===== config.mk =====
export PLATFORM = sky130hd
export DESIGN_NAME = multi_cycle_proc_controller
export DESIGN_NICKNAME = d
export VERILOG_FILES = /design/src/rtl/multi_cycle_proc_controller.sv
export SDC_FILE = /design/constraint.sdc
export NUM_CORES = 1
export LEC_CHECK = 0
export BUFFER_PORTS_ARGS = -buffer_cell sky130_fd_sc_hd__buf_2
export CAP_MARGIN = 40
export CELL_PAD_IN_SITES_DETAIL_PLACEMENT = 1
export CELL_PAD_IN_SITES_GLOBAL_PLACEMENT = 1
export CORE_MARGIN = 1.5
export CORE_UTILIZATION = 40
export CTS_CLUSTER_DIAMETER = 30
export CTS_CLUSTER_SIZE = 24
export DETAILED_ROUTE_END_ITERATION = 12
export GPL_TIMING_DRIVEN = 0
export PLACE_DENSITY_LB_ADDON = 0.1
export SLEW_MARGIN = 15
export SYNTH_ARGS = -nofsm -noshare
export SYNTH_HDL_FRONTEND = slang
export SYNTH_SLANG_ARGS = --single-unit

===== constraint.sdc =====
create_clock -name clk -period 5.4 [get_ports clk]
set_input_delay 1.08 -clock clk [delete_from_list [all_inputs] [get_ports clk]]
set_output_delay 1.08 -clock clk [all_outputs]
set_load 0.01 [all_outputs]

===== src/rtl/multi_cycle_proc_controller.sv =====
// Multi-cycle processor controller: FETCH/DECODE/EXEC/MEM/WB sequencing against
// handshaked memories, with illegal-opcode and bus-timeout traps and a retire counter.
module multi_cycle_proc_controller #(
  parameter int unsigned REG_IDX_W = 4,
  parameter int unsigned IMM_W     = 16,
  parameter int unsigned INSTR_W   = 32,
  parameter int unsigned WAIT_MAX  = 15,
  parameter int unsigned CNT_W     = 32
) (
  input  logic                 clk,
  input  logic                 rst_n,
  input  logic [INSTR_W-1:0]   instr,
  output logic                 imem_req,
  input  logic                 imem_ready,
  output logic                 dmem_req,
  output logic                 dmem_we,
  input  logic                 dmem_ready,
  input  logic                 alu_cond,
  output logic [3:0]           alu_func,
  output logic                 alu_alt_op,
  output logic                 alu_src2_sel,
  output logic [IMM_W-1:0]     imm,
  output logic [REG_IDX_W-1:0] rd0_idx,
  output logic [REG_IDX_W-1:0] rd1_idx,
  output logic [REG_IDX_W-1:0] wr_idx,
  output logic                 reg_wr_en,
  output logic [1:0]           reg_wr_sel,
  output logic                 pc_load,
  output logic [1:0]           pc_sel,
  output logic                 illegal,
  output logic                 bus_err,
  output logic                 halted,
  output logic [CNT_W-1:0]     retired
);

  localparam int unsigned WCNT_W = (WAIT_MAX < 1) ? 1 : $clog2(WAIT_MAX + 1);
  localparam logic [WCNT_W-1:0] WAIT_LIM = WCNT_W'(WAIT_MAX);

  localparam logic [3:0] OP_ALU_R  = 4'b0000;
  localparam logic [3:0] OP_ALU_I  = 4'b1000;
  localparam logic [3:0] OP_STORE  = 4'b0101;
  localparam logic [3:0] OP_LOAD   = 4'b1001;
  localparam logic [3:0] OP_CMP_R  = 4'b0010;
  localparam logic [3:0] OP_CMP_I  = 4'b1010;
  localparam logic [3:0] OP_BRANCH = 4'b0110;
  localparam logic [3:0] OP_JAL    = 4'b1011;

  typedef enum logic [2:0] {
    S_FETCH, S_DECODE, S_EXEC, S_MEM, S_WB, S_TRAP
  } state_t;

  state_t              state, state_d;
  logic [INSTR_W-1:0]  ir, ir_d;
  logic [WCNT_W-1:0]   cnt, cnt_d;
  logic                illegal_d, bus_err_d, retire;
  logic [3:0]          opcode;
  logic                is_store, is_load, is_branch, is_jal, is_rform, legal;
  logic [REG_IDX_W-1:0] f0, f1, f2;

  assign opcode    = ir[3:0];
  assign is_store  = (opcode == OP_STORE);
  assign is_load   = (opcode == OP_LOAD);
  assign is_branch = (opcode == OP_BRANCH);
  assign is_jal    = (opcode == OP_JAL);
  assign is_rform  = (opcode == OP_ALU_R) || (opcode == OP_CMP_R);
  assign legal     = is_rform || is_store || is_load || is_branch || is_jal ||
                     (opcode == OP_ALU_I) || (opcode == OP_CMP_I);

  assign f0 = ir[INSTR_W-1 -: REG_IDX_W];
  assign f1 = ir[INSTR_W-1-REG_IDX_W -: REG_IDX_W];
  assign f2 = ir[INSTR_W-1-2*REG_IDX_W -: REG_IDX_W];

  // Index/select/control outputs are pure IR decodes; only strobes depend on state.
  assign wr_idx       = f0;
  assign rd0_idx      = (is_store || is_branch) ? f0 : f1;
  assign rd1_idx      = (is_store || is_branch) ? f1 : (is_rform ? f2 : '0);
  assign alu_func     = ir[7:4];
  assign imm          = ir[8 +: IMM_W];
  assign alu_src2_sel = (opcode == OP_ALU_I) || (opcode == OP_CMP_I) ||
                        is_load || is_store || is_jal;
  assign alu_alt_op   = (opcode == OP_CMP_R) || (opcode == OP_CMP_I) || is_branch;
  assign reg_wr_sel   = is_load ? 2'b01 : (is_jal ? 2'b10 : 2'b00);
  assign pc_sel       = is_branch ? {1'b0, alu_cond} : (is_jal ? 2'b10 : 2'b00);
  assign dmem_we      = (state == S_MEM) && is_store;
  assign halted       = (state == S_TRAP);

  always_comb begin
    state_d   = state;
    ir_d      = ir;
    cnt_d     = '0;
    illegal_d = illegal;
    bus_err_d = bus_err;
    imem_req  = 1'b0;
    dmem_req  = 1'b0;
    reg_wr_en = 1'b0;
    pc_load   = 1'b0;
    retire    = 1'b0;
    unique case (state)
      S_FETCH: begin
        imem_req = 1'b1;
        if (imem_ready) begin
          ir_d    = instr;
          state_d = S_DECODE;
        end else if (cnt == WAIT_LIM) begin
          bus_err_d = 1'b1;
          state_d   = S_TRAP;
        end else begin
          cnt_d = cnt + 1'b1;
        end
      end
      S_DECODE: begin
        if (legal) begin
          state_d = S_EXEC;
        end else begin
          illegal_d = 1'b1;
          state_d   = S_TRAP;
        end
      end
      S_EXEC: begin
        if (is_branch) begin
          pc_load = 1'b1;
          retire  = 1'b1;
          state_d = S_FETCH;
        end else if (is_load || is_store) begin
          state_d = S_MEM;
        end else begin
          state_d = S_WB;
        end
      end
      S_MEM: begin
        dmem_req = 1'b1;
        if (dmem_ready) begin
          if (is_store) begin
            pc_load = 1'b1;
            retire  = 1'b1;
            state_d = S_FETCH;
          end else begin
            state_d = S_WB;
          end
        end else if (cnt == WAIT_LIM) begin
          bus_err_d = 1'b1;
          state_d   = S_TRAP;
        end else begin
          cnt_d = cnt + 1'b1;
        end
      end
      S_WB: begin
        reg_wr_en = 1'b1;
        pc_load   = 1'b1;
        retire    = 1'b1;
        state_d   = S_FETCH;
      end
      S_TRAP: ;
      default: state_d = S_FETCH;
    endcase
    // Strobes are forced low in the reset cycle regardless of the current state.
    if (!rst_n) begin
      imem_req  = 1'b0;
      dmem_req  = 1'b0;
      reg_wr_en = 1'b0;
      pc_load   = 1'b0;
    end
  end

  always_ff @(posedge clk) begin
    if (!rst_n) begin
      state   <= S_FETCH;
      ir      <= '0;
      cnt     <= '0;
      retired <= '0;
      illegal <= 1'b0;
      bus_err <= 1'b0;
    end else begin
      state   <= state_d;
      ir      <= ir_d;
      cnt     <= cnt_d;
      illegal <= illegal_d;
      bus_err <= bus_err_d;
      if (retire) retired <= retired + 1'b1;
    end
  end

endmodule


==> summary.txt, run 1 <==
Status
  • Status: completed

Place
  • Area after DPL: 4430 sq um
  • DPL Wire Length: 7840 um
  • Pre-CTS worst setup slack: 1710 ps
  • Port bufs: 114
  • GPL Wtd Cong: 0.814

Global routing
  • Grt total ovfl: 0
  • Largest net degree at the start of global routing: 14
  • Tot GR Track Use: 22.1%
  • Global-route wire length before repair: 17700 um
  • Vias in the first global route: 3711
  • Initial antenna violation count: 0

Clocking
  • Total CTS buffers: 9
  • # resized after CTS: 0
  • Post-CTS Setup Bufs: 0
  • Hold buffers post-CTS: 0
  • Clk root buf: clkbuf_8
  • Clk sinks: 73
  • CTS Buffer Depth: 2
  • Worst skew pair latency: 350 ps
  • Worst-path clk slew: 80 ps
  • TritonCTS clock tree: built
  • Max H-tree Level: 3

Logic synthesis
  • Post-synth net total: 503
  • Mapped Area: 3720 sq um
  • Top-count cell post-synth: nand2_1
  • #FFs+latches synth: 73
  • Asr flop ratio synth: 0%
  • Post-synthesis cell type count: 41
  • Yosys top cell by area: dfxtp_1
  • EDFF count, synth: 0
  • Area contributors post-synth: dfxtp_1, nand2_1, a21oi_1
  • Post-synth top area share: 39.3%
  • YS warnings: 0
  • Synth Area per Inst: 8.02 sq um
  • Synth Flop Type: dfxtp_1
  • Cells after synthesis: 464
  • Post-synthesis sequential area ratio: 39.3%
  • Synth top cells by count: nand2_1, dfxtp_1, a21oi_1

Route
  • DRT iter0 DRCs: 64
  • Routed Wire Length: 10500 um
  • Via Count: 3594
  • DRC errors left: 0
  • DRT antenna net count: 0
  • Wire length on met2: 5140 um
  • WL per Instance: 14.9 um
  • DR top layer: met4
  • Avg Vias per Cell: 5.10
  • WL met3: 581 um
  • First drt pass iteration count: 4
  • Metal1 wirelength: 4640 um

Die
  • # rows: 35
  • Core box area: 9110 sq um
  • I/O Pins: 115
  • Die height: 99.5 um
  • Initial Utilization: 40.9%
  • Die area: 9890 sq um
  • Die X: 99.5 um

Timing
  • Final Skew: 8.37 ps
  • Fin. Hold Viols: 0
  • Slack of the critical path: 1780 ps
  • Worst-Margin Slew: 607 ps
  • Crit path time final: 3620 ps
  • Pins Over Slew Limit: 0
  • FMAX: 276 MHz
  • RSZ-0062 raised after global routing: false
  • Setup_tns: 0 ps
  • Worst slew margin: 59.5%
  • Setup Viol. Count Final: 0
  • Ratio of final minimum period to clock period: 67.1%

Setup path
  • Reg-to-reg slack, setup: 3230 ps
  • Crit path arrival time: 2540 ps
  • Crit path kind: in2out
  • FF-to-FF path depth: 8
  • R2r startpoint: ir[3]
  • Reg2reg end: retired[2]
  • CP Capture Point: pc_load
  • CP max FO: 10
  • Critical Path End Type: primary output
  • Setup crit start kind: input pin
  • Critical Path Start: rst_n
  • Worst EP required: 4320 ps

Final layout
  • Fill count: 1183
  • Total Nets Final: 628
  • N_diodes: 0
  • Cell area after layout: 4650 sq um
  • Area of the multi-input gates: 1920 sq um
  • Share of layout cells above drive strength 1: 31.0%
  • Register Area: 1460 sq um
  • Area growth from synthesis to layout: 24.9%
  • Final core utilization: 51.1%

Power
  • Power per cell area: 270 nW/um^2
  • Leakage power: 2.12 nW
  • Max VDD drop: 127 uV

Worst hold path
  • Hold Path Depth: 2
  • Worst min path class: reg2reg

Flow run
  • MaxCap Viol Count: 0
## power breakdown
part,leakage [nW],internal [mW],switching [mW],total [mW]
Combinational,1.42,0.0820,0.115,0.197
Sequential,0.594,0.562,0.0152,0.577
Clock,0.109,0.260,0.223,0.483
## layout make-up
type | instances | area share [%]
clock buffer | 9 | 2.66
inverter | 7 | 0.565
tap | 111 | 2.99
multi-input combinational | 331 | 41.3
clock inverter | 7 | 2.04
sequential | 73 | 31.4
buffer | 53 | 6.78
timing repair buffer | 114 | 12.3
## placed cells by master (no fill, tap or decap), drive strengths merged, types with 7 or more instances in the layout
| master | count |
|---|---|
| buf | 150 |
| nand2 | 99 |
| dfxtp | 73 |
| a21oi | 55 |
| nor2 | 38 |
| clkbuf | 26 |
| xnor2 | 20 |
| nand3 | 19 |
| nand2b | 18 |
| mux2i | 12 |
| nand4 | 9 |
| and3 | 8 |
| and2 | 7 |
| inv | 7 |
| a2111oi | 7 |
## cell families after synthesis
family | Yosys count | share of synthesized area (%)
simple gates | 213 | 26.9
compound gates | 78 | 14.3
flops | 73 | 39.3
buf+inv | 60 | 9.18
xor+xnor | 21 | 4.94
mux | 17 | 4.74
fa+ha+maj | 2 | 0.672
## per-layer routing
metal / vias to the layer above / track usage, %
li1: 1787 / -
met1: 1706 / 27.6
met2: 89 / 37.6
met3: 12 / 5.83
met4: 0 / 6.50
met5: - / 0
## state kept, by name, indices dropped and copies added, names as in the netlist
name	flops
illegal	1
retired	32
ir	32
cnt	4
state	3
bus_err	1
## worst max-delay path, stage by stage
cell      delay [ps]
buf_2            110
buf_1            430
inv_2            210
clkbuf_1         330
a21oi_1          220
buf_2            160
## worst min-delay path by stage
stage	end	slack (ps)	from
final	ir[5]	460	ir[5]
after global routing	ir[4]	480	ir[4]
after CTS	ir[6]	460	ir[6]
after detailed placement	ir[6]	450	ir[6]
after global placement	cnt[0]	440	cnt[0]
after floorplan	cnt[0]	430	cnt[0]
## per-stage QoR
step | power (mW) | std cells | hold WS [ps]
floorplan | 0.715 | 464 | 429
global placement | 0.780 | 689 | 442
detailed placement | 0.787 | 689 | 449
CTS | 1.27 | 705 | 460
global route | 1.32 | 705 | 478
finish | 1.26 | 705 | 460
No activity file was read; power rests on OpenSTA's default activity.
==> run 2: changes to the inputs <==
--- a/config.mk
+++ b/config.mk
@@ -10,7 +10,7 @@
 export CELL_PAD_IN_SITES_DETAIL_PLACEMENT = 1
 export CELL_PAD_IN_SITES_GLOBAL_PLACEMENT = 1
 export CORE_MARGIN = 1.5
-export CORE_UTILIZATION = 40
+export CORE_UTILIZATION = 37
 export CTS_CLUSTER_DIAMETER = 30
 export CTS_CLUSTER_SIZE = 24
 export DETAILED_ROUTE_END_ITERATION = 12
==> constraint.sdc (replaced) <==
create_clock -name clk -period 3.5 [get_ports clk]
set_input_delay 0.7 -clock clk [delete_from_list [all_inputs] [get_ports clk]]
set_output_delay 0.7 -clock clk [all_outputs]
set_load 0.01 [all_outputs]
==> run 2 against run 1 <==
Compared with the run above: non-clock buffer count stayed put; core utilization is 3.3 points lower; clock power is 43% higher; design area is 0.35% higher; wire length is 1.8% lower; via count is 0.17% higher; sequential share of layout area is 0.11 points lower; count of clock-buffer cells in the layout is 5 higher.
==> summary.txt, run 2 (synthesized netlist as in run 1, its figures left out) <==
Setup path
  • Crit path arrival time: 2290 ps (-250 ps)
  • Reg2reg end: retired[10]
  • Setup crit start kind: flip-flop
  • Critical Path End Type: primary output
  • Reg-to-reg slack, setup: 1390 ps (-1840 ps)
  • CP max FO: 10 (unchanged)
  • Worst EP required: 2800 ps (-1520 ps)
  • Crit path kind: reg2out
  • R2r startpoint: ir[3]
  • FF-to-FF path depth: 8 (unchanged)

Power
  • Sequential power share: 47.2% (+1.3 points)
  • Cell Int Power: 1.38 mW (+53%)
  • Power per cell area: 403 nW/um^2 (+49%)
  • Sw Ratio: 26.6% (-1.5 points)
  • Leakage power: 2.12 nW (-0.12%)
  • Combinational fraction of design power: 16.0% (+0.3 points)
  • NetSw: 0.501 mW (+42%)
  • Clock power frac: 36.8% (-1.6 points)
  • Max VDD drop: 188 uV (+48%)
  • Total power: 1.88 mW (+50%)

Route
  • Avg Vias per Cell: 4.95 (-2.9%)
  • DRT iter0 DRCs: 64 (unchanged)
  • DRT antenna net count: 0 (unchanged)
  • WL per Instance: 14.2 um (-4.7%)
  • Via Count: 3600 (+0.17%)
  • First drt pass iteration count: 4 (unchanged)
  • DRC errors left: 0 (unchanged)
  • Routed Wire Length: 10300 um (-1.8%)

Clocking
  • Max H-tree Level: 3 (unchanged)
  • Clk sinks: 73 (unchanged)
  • Post-CTS Setup Bufs: 0 (unchanged)
  • # resized after CTS: 0 (unchanged)
  • CTS Buffer Depth: 2 (unchanged)
  • Total CTS buffers: 9 (unchanged)
  • Hold buffers post-CTS: 0 (unchanged)
  • Worst skew pair latency: 340 ps (about the same)
  • Clk root buf: clkbuf_8
  • Worst-path clk slew: 70 ps (about the same)
  • TritonCTS clock tree: built

Timing
  • Final Skew: 7.07 ps (-1.30 ps)
  • Worst-Margin Slew: 605 ps (-2.55 ps)
  • Setup_tns: 0 ps (unchanged)
  • Ratio of final minimum period to clock period: 85.3%
  • Fin. Hold Viols: 0 (unchanged)
  • Setup Viol. Count Final: 0 (unchanged)
  • Slack of the critical path: 513 ps (-1260 ps)
  • Worst slew margin: 59.7% (+0.17 points)
  • FMAX: 335 MHz
  • Pins Over Slew Limit: 0 (unchanged)
  • RSZ-0062 raised after global routing: false
  • Crit path time final: 2990 ps

Worst hold path
  • Hold Crit Endpoint: ir[15]
  • Hold Path Depth: 2 (unchanged)
  • Hold_sp: ir[15]
  • Worst min path class: reg2reg

Final layout
  • Fin cells: 727 (+3.1%)
  • Fill count: 1287 (+8.8%)
  • Area growth from synthesis to layout: 25.4%
  • Total Nets Final: 628 (unchanged)
  • N_diodes: 0 (unchanged)
  • Share of layout cells above drive strength 1: 30.6% (-0.34 points)
  • Leading cell types in the layout, fill and taps excluded: buf_2, nand2_1, dfxtp_1
  • Top Registers: ir x32, retired x32, cnt x4
  • Most common cell after layout, fill and taps aside: buf_2

Die
  • Die height: 103 um (+3.9%)
  • I/O Pins: 115 (unchanged)
  • Initial Utilization: 38.1% (-2.8 points)
  • # rows: 36 (+2.9%)
  • Die area: 10700 sq um (+7.9%)
  • Die X: 103 um (+3.9%)
  • Core box area: 9770 sq um (+7.3%)

Global routing
  • Grt total ovfl: 0 (unchanged)
  • Largest net degree at the start of global routing: 12 (-2)
  • Initial antenna violation count: 0 (unchanged)
  • Global-route wire length before repair: 16900 um (-4.0%)
  • Vias in the first global route: 3477 (-6.3%)
  • Tot GR Track Use: 20.3% (-1.8 points)

Place
  • Port bufs: 114 (unchanged)
  • Pre-CTS worst setup slack: 588 ps (-1120 ps)
  • Placed insts: 711 (+3.2%)
  • GPL Wtd Cong: 0.814 (about the same)
  • DPL Wire Length: 7750 um (-1.1%)

Flow run
  • MaxCap Viol Count: 0 (unchanged)

Status
  • Status: completed
==> run 2: cell count changes in the layout (fill, tap and decap cells not counted) <==
cell and delta:
clkbuf_8 +3, clkbuf_1 +2, clkinvlp_4 -1, clkinv_4 -2
clkinv_2 -1, bufinv_16 -1
==> run 2: layout make-up <==
cell class              count  area, sq um  area share (%)
repair buffers            114          571            12.2
multi-input cells         331         1920            41.1
clock inverters             2         35.0           0.751
flip-flops and latches     73         1460            31.3
plain buffers              53          315            6.76
clock buffers              14          173            3.70
well taps                 133          166            3.57
inverters                   7         26.3           0.563
==> run 2: power by group through the flow <==
stage | Clock (mW) | Sequential [mW] | Combinational, mW
after floorplan | 0 | 0.903 | 0.200
after global placement | 0 | 0.907 | 0.297
after detailed placement | 0 | 0.909 | 0.304
after CTS | 0.718 | 0.889 | 0.306
after global routing | 0.759 | 0.894 | 0.342
final | 0.692 | 0.889 | 0.301
==> run 2: worst max path at each step <==
stage                           from  slack, ps    endpoint  cells past startpoint
after floorplan           dmem_ready       1110     pc_load                      5
after CTS                      ir[3]        460     pc_load                      7
after detailed placement       rst_n        590     pc_load                      6
after global routing           ir[0]        350  rd0_idx[2]                      5
final                          ir[3]        510     pc_load                      7
after global placement         rst_n        650     pc_load                      6
==> run 2: metrics by stage <==
stage	area (sq um)	util [%]	hold slack, ps
3_5_place_dp	4460	45.6	449
5_1_grt	4670	47.7	485
4_1_cts	4670	47.7	460
2_1_floorplan	3720	-	429
6_report	4670	47.7	457
3_3_place_gp	4460	45.6	441
==> run 2: metal layers <==
| layer | global-route usage, % | wire length (um) | vias up |
|---|---|---|---|
| met2 | 33.3 | 4870 | 66 |
| met4 | 6.65 | 124 | 0 |
| met1 | 26.7 | 4860 | 1731 |
| met5 | 0 | 0 | - |
| met3 | 4.37 | 460 | 13 |
| li1 | - | - | 1790 |
==> run 2: worst max-delay path, cell delays in order (launching register included) <==
cell	delay, ps
dfxtp_1	320
buf_2	200
and4bb_2	290
a22oi_2	330
buf_4	290
buf_2	240
a21oi_1	100
buf_2	170
==> run 3: changes to the inputs <==
--- a/config.mk
+++ b/config.mk
@@ -15,7 +15,7 @@
 export CTS_CLUSTER_SIZE = 24
 export DETAILED_ROUTE_END_ITERATION = 12
 export GPL_TIMING_DRIVEN = 0
-export PLACE_DENSITY_LB_ADDON = 0.1
+export PLACE_DENSITY_LB_ADDON = 0.15
 export SLEW_MARGIN = 15
 export SYNTH_ARGS = -nofsm -noshare
 export SYNTH_HDL_FRONTEND = slang
==> run 3 against run 2 <==
Compared with the run above: largest cell class unchanged; die area is the same; sequential share of layout area up 0.43 points; register-to-register slack got worse by 80 ps.
==> summary.txt, run 3 (synthesized netlist as in run 1, its figures left out) <==
Route
  • DRC errors left: 0 (unchanged)
  • DRT iter0 DRCs: 91 (+42%)
  • First drt pass iteration count: 4 (unchanged)
  • Routed Wire Length: 10400 um (+0.82%)
  • WL per Instance: 14.3 um (+1.1%)
  • Via Count: 3605 (+0.14%)
  • DRT antenna net count: 0 (unchanged)
  • Avg Vias per Cell: 4.97 (+0.42%)

Place
  • Area after DPL: 4460 sq um (unchanged)
  • GPL Wtd Cong: 0.796 (-2.2%)
  • Port bufs: 114 (unchanged)
  • DPL Wire Length: 7670 um (-1.1%)

Timing
  • Final Skew: 6.66 ps (-0.414 ps)
  • Setup_tns: 0 ps (unchanged)
  • FMAX: 328 MHz (-2.0%)
  • Ratio of final minimum period to clock period: 87.1% (+1.8 points)
  • RSZ-0062 raised after global routing: false
  • Pins Over Slew Limit: 0 (unchanged)
  • Worst slew margin: 62.1% (+2.4 points)
  • Crit path time final: 3050 ps (+62.2 ps)
  • Fin. Hold Viols: 0 (unchanged)
  • Worst-Margin Slew: 568 ps (-36.5 ps)
  • Setup Viol. Count Final: 0 (unchanged)

Final layout
  • Cell area after layout: 4600 sq um (-1.4%)
  • N_diodes: 0 (unchanged)
  • Fill count: 1271 (-1.2%)
  • Share of layout cells above drive strength 1: 30.1% (-0.57 points)
  • Leading cell types in the layout, fill and taps excluded: buf_2, nand2_1, dfxtp_1
  • Area growth from synthesis to layout: 23.7%
  • Total Nets Final: 628 (unchanged)
  • Top Registers: ir x32, retired x32, cnt x4
  • Most common cell after layout, fill and taps aside: buf_2

Global routing
  • Grt total ovfl: 0 (unchanged)
  • Global routing usage on met1: 26.8% (+0.033 points)
  • Global-route wire length before repair: 16500 um (-2.5%)
  • Tot GR Track Use: 19.9% (-0.45 points)
  • Initial antenna violation count: 0 (unchanged)
  • Met3 usage: 3.83% (-0.54 points)
  • Routing usage on met2: 31.8% (-1.5 points)
  • Most Crowded Layer GR: met2
  • Vias in the first global route: 3450 (-0.78%)
  • Largest net degree at the start of global routing: 11 (-1)

Power
  • Leakage power: 2.09 nW (-1.6%)
  • Max VDD drop: 177 uV (-5.9%)
  • Combinational fraction of design power: 17.2% (+1.2 points)
  • Clock power frac: 31.8% (-5.0 points)
  • Sw Ratio: 28.7% (+2.0 points)
  • Sequential power share: 51.1% (+3.9 points)
  • NetSw: 0.500 mW (-0.34%)
  • Cell Int Power: 1.24 mW (-10%)
  • Power per cell area: 379 nW/um^2 (-6.1%)

Die
  • I/O Pins: 115 (unchanged)
  • Die area: 10700 sq um (unchanged)
  • Core box area: 9770 sq um (unchanged)
  • Die height: 103 um (unchanged)
  • Die X: 103 um (unchanged)
  • # rows: 36 (unchanged)
  • Initial Utilization: 38.1% (unchanged)

Setup path
  • R2r startpoint: ir[3]
  • FF-to-FF path depth: 8 (unchanged)
  • Reg-to-reg slack, setup: 1310 ps (-80 ps)
  • Crit path arrival time: 2350 ps (+60 ps)
  • CP max FO: 10 (unchanged)
  • Setup crit start kind: flip-flop
  • Reg2reg end: retired[5]
  • Worst EP required: 2800 ps (about the same)
  • Crit path kind: reg2out
  • Critical Path End Type: primary output
  • Critical Path Start: ir[3]

Clocking
  • CTS Buffer Depth: 2 (unchanged)
  • Hold buffers post-CTS: 0 (unchanged)
  • Worst-path clk slew: 70 ps (about the same)
  • Total CTS buffers: 9 (unchanged)
  • Max H-tree Level: 3 (unchanged)
  • Post-CTS Setup Bufs: 0 (unchanged)
  • Clk sinks: 73 (unchanged)
  • # resized after CTS: 0 (unchanged)
  • TritonCTS clock tree: built
  • Worst skew pair latency: 350 ps (about the same)
  • Clk root buf: clkbuf_8

Flow run
  • MaxCap Viol Count: 0 (unchanged)

Worst hold path
  • Hold Crit Endpoint: ir[12]
  • Hold_sp: ir[12]
  • Hold Path Depth: 2 (unchanged)
  • Worst min path class: reg2reg

Status
  • Status: completed
==> run 3: cell types whose count changed in the layout (fill, tap and decap cells not counted) <==
| cell | change |
|---|---|
| clkbuf_8 | -3 |
| clkbuf_1 | +2 |
| bufinv_16 | -1 |
==> run 3: power groups by stage <==
stage               combinational (mW)  clock [mW]  sequential [mW]
finish                           0.299       0.554            0.890
global route                     0.336       0.601            0.895
CTS                              0.303       0.567            0.891
detailed placement               0.301           0            0.910
global placement                 0.296           0            0.907
floorplan                        0.200           0            0.903
==> run 3: worst max-delay path: stages, from the launching register on <==
cell	delay, ps
dfxtp_1	320
buf_2	210
and4bb_2	300
a22oi_2	350
buf_4	290
buf_2	260
a21oi_1	90
buf_2	160
==> run 3: how the worst max path moves through the flow <==
| stage | slack, ps | cells past startpoint | end |
|---|---|---|---|
| floorplan | 1110 | 5 | pc_load |
| global placement | 660 | 6 | pc_load |
| detailed placement | 660 | 6 | pc_load |
| CTS | 420 | 7 | pc_load |
| global route | 300 | 7 | pc_load |
| finish | 450 | 7 | pc_load |
==> run 3: cell type report <==
class / instances / area [sq um] / area share [%]
Buffer: 53 / 315 / 6.85
Clock buffer: 13 / 139 / 3.02
Clock inverter: 1 / 5.00 / 0.109
Inverter: 7 / 26.3 / 0.571
Multi-Input combinational cell: 331 / 1920 / 41.7
Sequential cell: 73 / 1460 / 31.7
Tap cell: 133 / 166 / 3.62
Timing Repair Buffer: 114 / 571 / 12.4
==> run 3: per-stage QoR <==
step	total power [mW]	cells	setup WS (ps)	hold WS (ps)	util (%)
6_report	1.74	725	451	456	47.1
5_1_grt	1.83	725	295	478	47.1
4_1_cts	1.76	725	420	460	47.1
3_5_place_dp	1.21	711	662	450	45.6
3_3_place_gp	1.20	711	657	442	45.6
2_1_floorplan	1.10	464	1110	429	-
==> run 3: routing by layer <==
metal / vias to the layer above / share of wire [%]
li1: 1794 / -
met1: 1719 / 47
met2: 79 / 47
met3: 13 / 4.5
met4: 0 / 1.6
met5: - / 0
